<file path="src/rtl/mem_copy_initiator_if.sv">
// rtl/mem_copy_initiator_if.sv - data memory port bundle between a copy initiator and a memory
interface mem_copy_initiator_if #(
    parameter int DATA_WIDTH = 32,
    parameter int ADDR_WIDTH = 32
) ();
    logic                    data_req;
    logic [ADDR_WIDTH-1:0]   data_addr;
    logic                    data_we;
    logic [DATA_WIDTH/8-1:0] data_be;
    logic [DATA_WIDTH-1:0]   data_wdata;
    logic                    data_gnt;
    logic                    data_rvalid;
    logic                    data_err;
    logic [DATA_WIDTH-1:0]   data_rdata;

    modport master (
        output data_req, data_addr, data_we, data_be, data_wdata,
        input  data_gnt, data_rvalid, data_err, data_rdata
    );

    modport slave (
        input  data_req, data_addr, data_we, data_be, data_wdata,
        output data_gnt, data_rvalid, data_err, data_rdata
    );
endinterface

</file>
<file path="src/rtl/mem_copy_initiator.sv">
// rtl/mem_copy_initiator.sv - block copy engine issuing one read then one write per word
module mem_copy_initiator #(
    parameter int DATA_WIDTH = 32,
    parameter int ADDR_WIDTH = 32,
    parameter int LEN_WIDTH  = 16
) (
    input  logic                  clk,
    input  logic                  rst,
    input  logic                  start,
    input  logic [ADDR_WIDTH-1:0] src_addr,
    input  logic [ADDR_WIDTH-1:0] dst_addr,
    input  logic [LEN_WIDTH-1:0]  len_words,
    output logic                  busy,
    output logic                  done,
    output logic                  error,
    output logic [ADDR_WIDTH-1:0] err_addr,
    mem_copy_initiator_if.master  data_if
);
    localparam int                    BYTES = DATA_WIDTH / 8;
    localparam logic [ADDR_WIDTH-1:0] STEP  = ADDR_WIDTH'(BYTES);
    localparam logic [ADDR_WIDTH-1:0] ALIGN = ~ADDR_WIDTH'(BYTES - 1);

    typedef enum logic [2:0] {
        S_IDLE, S_RD_REQ, S_RD_WAIT, S_WR_REQ, S_WR_WAIT, S_FINISH
    } state_t;

    state_t                state_q, state_d;
    logic [ADDR_WIDTH-1:0] src_q, src_d;
    logic [ADDR_WIDTH-1:0] dst_q, dst_d;
    logic [ADDR_WIDTH-1:0] err_addr_q, err_addr_d;
    logic [LEN_WIDTH-1:0]  cnt_q, cnt_d;
    logic [DATA_WIDTH-1:0] wdata_q, wdata_d;
    logic                  error_q, error_d;

    always_ff @(posedge clk) begin
        if (rst) begin
            state_q    <= S_IDLE;
            src_q      <= '0;
            dst_q      <= '0;
            err_addr_q <= '0;
            cnt_q      <= '0;
            wdata_q    <= '0;
            error_q    <= 1'b0;
        end else begin
            state_q    <= state_d;
            src_q      <= src_d;
            dst_q      <= dst_d;
            err_addr_q <= err_addr_d;
            cnt_q      <= cnt_d;
            wdata_q    <= wdata_d;
            error_q    <= error_d;
        end
    end

    always_comb begin
        state_d    = state_q;
        src_d      = src_q;
        dst_d      = dst_q;
        err_addr_d = err_addr_q;
        cnt_d      = cnt_q;
        wdata_d    = wdata_q;
        error_d    = error_q;
        unique case (state_q)
            S_IDLE: begin
                if (start) begin
                    error_d = 1'b0;
                    if (len_words != '0) begin
                        src_d   = src_addr & ALIGN;
                        dst_d   = dst_addr & ALIGN;
                        cnt_d   = len_words;
                        state_d = S_RD_REQ;
                    end else begin
                        state_d = S_FINISH;
                    end
                end
            end
            S_RD_REQ: if (data_if.data_gnt) state_d = S_RD_WAIT;
            S_RD_WAIT: begin
                if (data_if.data_rvalid) begin
                    if (data_if.data_err) begin
                        error_d    = 1'b1;
                        err_addr_d = src_q;
                        state_d    = S_FINISH;
                    end else begin
                        wdata_d = data_if.data_rdata;
                        state_d = S_WR_REQ;
                    end
                end
            end
            S_WR_REQ: if (data_if.data_gnt) state_d = S_WR_WAIT;
            S_WR_WAIT: begin
                if (data_if.data_rvalid) begin
                    if (data_if.data_err) begin
                        error_d    = 1'b1;
                        err_addr_d = dst_q;
                        state_d    = S_FINISH;
                    end else begin
                        // Pointers wrap silently modulo 2^ADDR_WIDTH
                        src_d   = src_q + STEP;
                        dst_d   = dst_q + STEP;
                        cnt_d   = cnt_q - LEN_WIDTH'(1);
                        state_d = (cnt_q != LEN_WIDTH'(1)) ? S_RD_REQ : S_FINISH;
                    end
                end
            end
            S_FINISH: state_d = S_IDLE;
            default:  state_d = S_IDLE;
        endcase
    end

    // Every output decodes registered state only, so no input reaches an output combinationally
    assign busy     = (state_q != S_IDLE);
    assign done     = (state_q == S_FINISH);
    assign error    = error_q;
    assign err_addr = err_addr_q;

    assign data_if.data_req   = (state_q == S_RD_REQ) || (state_q == S_WR_REQ);
    assign data_if.data_we    = (state_q == S_WR_REQ);
    assign data_if.data_be    = data_if.data_req ? '1 : '0;
    assign data_if.data_wdata = wdata_q;
    assign data_if.data_addr  = ((state_q == S_RD_REQ) || (state_q == S_RD_WAIT)) ? src_q :
                                ((state_q == S_WR_REQ) || (state_q == S_WR_WAIT)) ? dst_q : '0;
endmodule

</file>
<file path="src/flat_wrapper.sv">
// flat-port wrapper written by rule: the top's interface ports become plain ports
module mem_copy_initiator_flat 
#(
    parameter int DATA_WIDTH = 32,
    parameter int ADDR_WIDTH = 32,
    parameter int LEN_WIDTH  = 16
)
  (clk, rst, start, src_addr, dst_addr, len_words, busy, done, error, err_addr, data_if_data_req, data_if_data_addr, data_if_data_we, data_if_data_be, data_if_data_wdata, data_if_data_gnt, data_if_data_rvalid, data_if_data_err, data_if_data_rdata);
  mem_copy_initiator_if #(.DATA_WIDTH(DATA_WIDTH), .ADDR_WIDTH(ADDR_WIDTH)) data_if_i ();
  input  logic clk;
  input  logic rst;
  input  logic start;
  input  logic [ADDR_WIDTH-1:0] src_addr;
  input  logic [ADDR_WIDTH-1:0] dst_addr;
  input  logic [LEN_WIDTH-1:0] len_words;
  output logic busy;
  output logic done;
  output logic error;
  output logic [ADDR_WIDTH-1:0] err_addr;
  output wire logic [$bits(data_if_i.data_req)-1:0] data_if_data_req;
  output wire logic [$bits(data_if_i.data_addr)-1:0] data_if_data_addr;
  output wire logic [$bits(data_if_i.data_we)-1:0] data_if_data_we;
  output wire logic [$bits(data_if_i.data_be)-1:0] data_if_data_be;
  output wire logic [$bits(data_if_i.data_wdata)-1:0] data_if_data_wdata;
  input wire logic [$bits(data_if_i.data_gnt)-1:0] data_if_data_gnt;
  input wire logic [$bits(data_if_i.data_rvalid)-1:0] data_if_data_rvalid;
  input wire logic [$bits(data_if_i.data_err)-1:0] data_if_data_err;
  input wire logic [$bits(data_if_i.data_rdata)-1:0] data_if_data_rdata;
  assign data_if_data_req = data_if_i.data_req;
  assign data_if_data_addr = data_if_i.data_addr;
  assign data_if_data_we = data_if_i.data_we;
  assign data_if_data_be = data_if_i.data_be;
  assign data_if_data_wdata = data_if_i.data_wdata;
  assign data_if_i.data_gnt = data_if_data_gnt;
  assign data_if_i.data_rvalid = data_if_data_rvalid;
  assign data_if_i.data_err = data_if_data_err;
  assign data_if_i.data_rdata = data_if_data_rdata;
  mem_copy_initiator #(.DATA_WIDTH(DATA_WIDTH), .ADDR_WIDTH(ADDR_WIDTH), .LEN_WIDTH(LEN_WIDTH)) u_core (.clk(clk), .rst(rst), .start(start), .src_addr(src_addr), .dst_addr(dst_addr), .len_words(len_words), .busy(busy), .done(done), .error(error), .err_addr(err_addr), .data_if(data_if_i));
endmodule
</file>
<file path="config.mk">
export PLATFORM = sky130hd
export DESIGN_NAME = mem_copy_initiator_flat
export DESIGN_NICKNAME = d
export VERILOG_FILES = /design/src/rtl/mem_copy_initiator_if.sv /design/src/rtl/mem_copy_initiator.sv /design/src/flat_wrapper.sv
export SDC_FILE = /design/constraint.sdc
export NUM_CORES = 1
export LEC_CHECK = 0
export CORE_ASPECT_RATIO = 0.8
export CORE_MARGIN = 2
export CORE_UTILIZATION = 40
export DETAILED_ROUTE_END_ITERATION = 10
export PLACE_DENSITY_LB_ADDON = 0.1
export SYNTH_ARGS = -nofsm -noshare
export SYNTH_HDL_FRONTEND = slang
export SYNTH_SLANG_ARGS = --single-unit
</file>
<file path="constraint.sdc">
create_clock -name clk -period 1.74 [get_ports clk]
set_input_delay 0.174 -clock clk [delete_from_list [all_inputs] [get_ports clk]]
set_output_delay 0.174 -clock clk [all_outputs]
set_load 0.01 [all_outputs]
</file>
# After elaboration in Yosys (flattened, before gate mapping)
# Index checks and enable logic that the tools add are counted.
# totals
reg_bits	148
inputBits	118
output_inout_bits	105
elab_cells	80
# op_classes
add_sub_neg	3
n_eq_ne	17
mux	37
bitwise	1
n_reduce_logical	15
# ops
cell	n
32-bit 2-to-1 mux	14
32-bit case mux with 2 select lines	3
32-bit by 3-bit adder with 32-bit output (second input constant)	2
16-bit 2-to-1 mux	4
16-bit case mux with 2 select lines	1
3-bit 2-to-1 mux	9
16-bit by 1-bit != test with 1-bit output (second input constant)	1
16-bit nonzero test	1
16-bit by 1-bit subtractor with 16-bit output (second input constant)	1
3-bit case mux with 5 select lines	1
5-bit AND reduction	3
2-bit != test (second input constant)	7
2-bit by 1-bit != test with 1-bit output (second input constant)	4
3-bit by 2-bit == test with 1-bit output (second input constant)	2
3-bit == test (second input constant)	2
2-bit nonzero test	3
4-bit 2-to-1 mux	1
4-bit AND reduction	1
3-bit by 1-bit == test with 1-bit output (second input constant)	1
3-bit zero test	1
1-bit logical OR	3
1-bit 2-to-1 mux	3
3-bit AND reduction	1
3-bit nonzero test	1
other kinds (3)	3

# Longest topological paths before layout
# Gate-level depths: netlist (run 1).
# depth
depth_word	5
ltp_mapped	9
mapped_depth_nobuf	7

# Least setup slack after synthesis (run 1)
# OpenSTA, ideal clock, no wires.
# synth_timing
path_type	register to output
start	register u_core.state_q[0]
end	output port data_if_data_addr[10]
t_arrival_ns	1.893
required_time_ns	1.566
path_slack_ns	-0.327
stages_incl_launch_ff	7
n_path_buf	2
cell_sequence	dfxtp_1 clkbuf_1 nor2b_1 and2_1 nand2b_1 clkbuf_1 a22o_1
# synth_via
elab_chain_len	4
word_cells_on_any_way	8
cone_classes	eq/ne: 4; mux: 2; reduce/logical: 2
# synth_rtl
element	line	rtl
from (decl)	mem_copy_initiator.sv:27	state_t state_q, state_d;
from (signal assigned)	mem_copy_initiator.sv:45	state_q <= state_d;
3-bit by 2-bit == test with 1-bit output	n/a	
named net data_if_data_we	flat_wrapper.sv:22	output wire logic [$bits(data_if_i.data_we)-1:0] data_if_data_we;
1-bit logical OR	mem_copy_initiator.sv:122	((state_q == S_WR_REQ) || (state_q == S_WR_WAIT)) ? dst_q : '0;
32-bit 2-to-1 mux	mem_copy_initiator.sv:122	
32-bit 2-to-1 mux	mem_copy_initiator.sv:121	assign data_if.data_addr = ((state_q == S_RD_REQ) || (state_q == S_RD_WAIT)) ? src_q :
to (decl)	flat_wrapper.sv:21	output wire logic [$bits(data_if_i.data_addr)-1:0] data_if_data_addr;
# The timed path passes the listed nets, and every way through them passes these cells.

# Worst setup path in the final report (run 1)
# layout_timing
start	register u_core.state_q[1]
end	output port data_if_data_addr[21]
# layout_via
elab_chain_len	4
word_cells_on_any_way	8
cone_classes	eq/ne: 4; mux: 2; reduce/logical: 2
# layout_rtl
element	line
3-bit by 2-bit == test with 1-bit output / 3-bit == test (equally long branches)	mem_copy_initiator.sv:122
1-bit logical OR	mem_copy_initiator.sv:122
32-bit 2-to-1 mux	mem_copy_initiator.sv:122
32-bit 2-to-1 mux *	mem_copy_initiator.sv:121
# Mark *: on every way between the ends. The rest lies on a longest branch, timed or not.

==> flow_summary.toml, run 1 <==
[clock_tree]
clk-insertion-delay-late_ns = 0.43
clockBufferDepth = 2
htreeDepth = 4
cts_tree = "yes"
numCtsBuffers = 17
clk_pin_slew_worst_paths_ns = 0.07
cts.sinks = 143
root_buffer = "clkbuf_16"

[layout]
final_common_cell = "nand2_1"
nets = 1580
antenna_cells = 0
drive_gt1_frac = 0.307
multi_input_area_um2 = 5640
fillCellCount = 1543
final_cell_mix = "nand2_1, clkdlybuf4s50_1, buf_4"
stdcell_count = 1735
syn2layout_area_growth_pct = 70.4
register_area_um2 = 2880

[synth]
ys_top_cells_by_area = "dfxtp_1, nand2_1, a21oi_1, nor2_1, a22o_1"
ys.flop_type = "dfxtp_1"
muxShareOfSynthArea = 0.00122
synth_edf_count = 0
synthArstFlopShare = 0
syn_avg_cell_area_um2 = 7.35
netlist.area_leader.share = 0.349
syn_inst = 1114
synth_compound_area_frac = 0.297
synthAdderAreaFrac = 0.00611
ys_seq_area_frac = 0.349
ys_ff_latch = 143
yosys.area_share.simple = 0.274
synth_top_family_by_area = "compound AO/OA/AOI/OAI gates"
synthXorXnorAreaFrac = 0.00214
syn_area_um2 = 8190
yosys.area.top_type = "dfxtp_1"
yosysWarnings = 0
synth.distinct_cells = 66

[run_status]
status = "finished with violations"
violations = "setup timing"

[sta]
post-route-period-util = 1.21
fmax_ghz = 0.474
worst_slew_pin_slew_ns = 0.632
slew_viol_final = 0
fin_ws_ns = -0.370
clock-skew-final_ns = 0.0118
hold_viol_final = 0
maxSlewHeadroom = 0.578
report.final.setup_viol = 107
rsz0062_at_grt = "true"
fin_crit_ns = 2.11

[route]
drtIter0Drc = 1043
wl_um = 34200
first_pass_iters = 5
wl_per_cell_um = 19.7
vias = 10200
routed_via_density = 5.90
route.detailed.drc = 0
drtAntennaViolNets = 0

[floorplanning]
initial_core_util = 0.410
num_rows = 46
die_area_um2 = 21600
fp.dieH_um = 132
num_io_pins = 223
core_um2 = 20000
die_w_um = 164

[setup_path]
critPathTopFamily = "buffers and inverters"
end_kind = "output port"
crit_fanout = 7
critPathMaxStageDelay_ns = 0.35
crit_chain = "buf_6 > and2_4 > nand2b_4 > buf_16 > buf_6 > a22o_4 > buf_6"
setup.worst_path.class = "register to output port"
path_common_cell = "buf_6"
critPathArrivalTime_ns = 1.94
startpoint_type = "register"
path_buf_inv = 4
required_ns = 1.57
cpMaxStageDelayCell = "dfxtp_2"

[grt]
track_usage = 0.269
grt_pass1_vias = 8850
antenna_found_initial = 2
grt_pass1_wl_um = 46800
grt_max_degree = 56
overflow = 0

[worst_hold_path]
hold_path_class = "primary input to register"

[placement]
dp.cells = 1651
place_hpwl_um = 20600
gp_congestion = 0.883
io_buffers = 216

[pwr]
power_density_nw_per_um2 = 749
power_mw = 10.5
power.leakage_nw = 5.40
ir_worst_vdd_mv = 0.529

[flow_run]
drv_cap = 0
## sequential cells by signal, summed over array words and instances, names as in the netlist
signal / cells
u_core.src_q: 30
u_core.cnt_q: 16
u_core.error: 1
u_core.data_if.data_wdata: 32
u_core.dst_q: 30
u_core.state_q: 3
u_core.err_addr: 31
## Yosys cell counts (6+ instances only)
library cell and instances:
a211oi_1 7, o21ai_0 59, and2_1 12, o211ai_1 6
nand2_1 223, nand3_1 24, o32ai_1 13, a311oi_1 36
nand2b_1 6, and3_1 11, nor2_1 94, nor3_1 20
and4_1 9, buf_1 10, inv_1 17, nand4_1 20
a31oi_1 20, dfxtp_1 143, o31ai_1 9, a21o_1 15
clkbuf_1 73, o22ai_1 7, a21oi_1 114, a22o_1 36
nor3b_1 8, nor4_1 11, buf_4 8, buf_2 22
## worst register-to-register path, delay by kind of cell (launching register included)
| kind | cells | cell delay, ns |
|---|---|---|
| DFF | 1 | 0.36 |
| buffers and inverters | 5 | 0.82 |
| AOI/OAI and AO/OA | 4 | 0.75 |
## final timing paths
path	startpoint	end	slack, ns	depth (start not counted)
worst max-delay path	u_core.state_q[1]	data_if_data_addr[21]	-0.37	7
worst min-delay path	len_words[2]	u_core.cnt_q[2]	0.22	3
worst max register to register	u_core.state_q[2]	u_core.src_q[24]	-0.33	9
worst min register to register	u_core.data_if.data_wdata[11]	u_core.data_if.data_wdata[11]	0.45	2
## power by group
| group | total, mW | switching, mW | internal, mW |
|---|---|---|---|
| sequential | 3.68 | 0.211 | 3.47 |
| combinational | 2.73 | 1.31 | 1.42 |
| clock | 4.05 | 1.62 | 2.43 |
## cell type report
class / instances / share of cell area
multi-input combinational: 840 / 0.404
timing repair buffer: 439 / 0.316
sequential: 143 / 0.206
clock buffer: 18 / 0.0307
tap: 264 / 0.0237
clock inverter: 14 / 0.0144
inverter: 17 / 0.00457
## metrics by stage
| step | TNS, ns | hold WS (ns) | utilization | cell area, µm² | setup WS [ns] |
|---|---|---|---|---|---|
| 5_1_grt | -29.88 | 0.255 | 0.699 | 14000 | -0.404 |
| 3_3_place_gp | -42.24 | 0.441 | 0.587 | 11700 | -0.481 |
| 4_1_cts | -25.51 | 0.275 | 0.621 | 12400 | -0.382 |
| 2_1_floorplan | -0.208 | 0.271 | - | 8240 | -0.113 |
| 3_5_place_dp | -49.16 | 0.446 | 0.587 | 11700 | -0.542 |
| 6_report | -25.57 | 0.216 | 0.699 | 14000 | -0.370 |
## cells by family after synthesis
| kind of cell | count (synthesis) |
|---|---|
| AO/OA/AOI/OAI | 363 |
| XOR/XNOR | 2 |
| adder cells (fa/ha/maj) | 4 |
| buffers and inverters | 132 |
| flip-flops | 143 |
| multiplexers | 1 |
| other | 1 |
| AND/OR/NAND/NOR | 468 |
## what timing repair did
action / CTS / global route
hold buffers: 1 / 0
buffers inserted: 2 / 34
gates resized for setup: 155 / 260
cloned: 3 / 14
hold endpoints to repair: 1 / 0
pin swaps: 16 / 100
endpoints found under the setup margin: 115 / 108
## per-layer routing
layer / global-route usage / vias up / wire length, µm
li1: - / 4761 / -
met1: 0.362 / 4881 / 14500
met2: 0.415 / 503 / 15800
met3: 0.0761 / 83 / 2840
met4: 0.0911 / 4 / 999
met5: 0 / - / 24
Power figures use the tool's default switching activity.
==> run 2: changes to the inputs <==
--- a/config.mk
+++ b/config.mk
@@ -5,6 +5,8 @@
 export SDC_FILE = /design/constraint.sdc
 export NUM_CORES = 1
 export LEC_CHECK = 0
+export ABC_CLOCK_PERIOD_IN_PS = 1740
+export CAP_MARGIN = 20
 export CORE_ASPECT_RATIO = 0.8
 export CORE_MARGIN = 2
 export CORE_UTILIZATION = 40
==> results of run 2 <==
Same layout as run 1: the final DEF is identical, and so are final timing and power.
==> run 3: changes to the inputs <==
--- a/config.mk
+++ b/config.mk
@@ -10,6 +10,7 @@
 export CORE_ASPECT_RATIO = 0.8
 export CORE_MARGIN = 2
 export CORE_UTILIZATION = 40
+export CTS_CLUSTER_DIAMETER = 60
 export DETAILED_ROUTE_END_ITERATION = 10
 export PLACE_DENSITY_LB_ADDON = 0.1
 export SYNTH_ARGS = -nofsm -noshare
==> results of run 3 <==
Same layout as run 1: the final DEF is identical, and so are final timing and power.
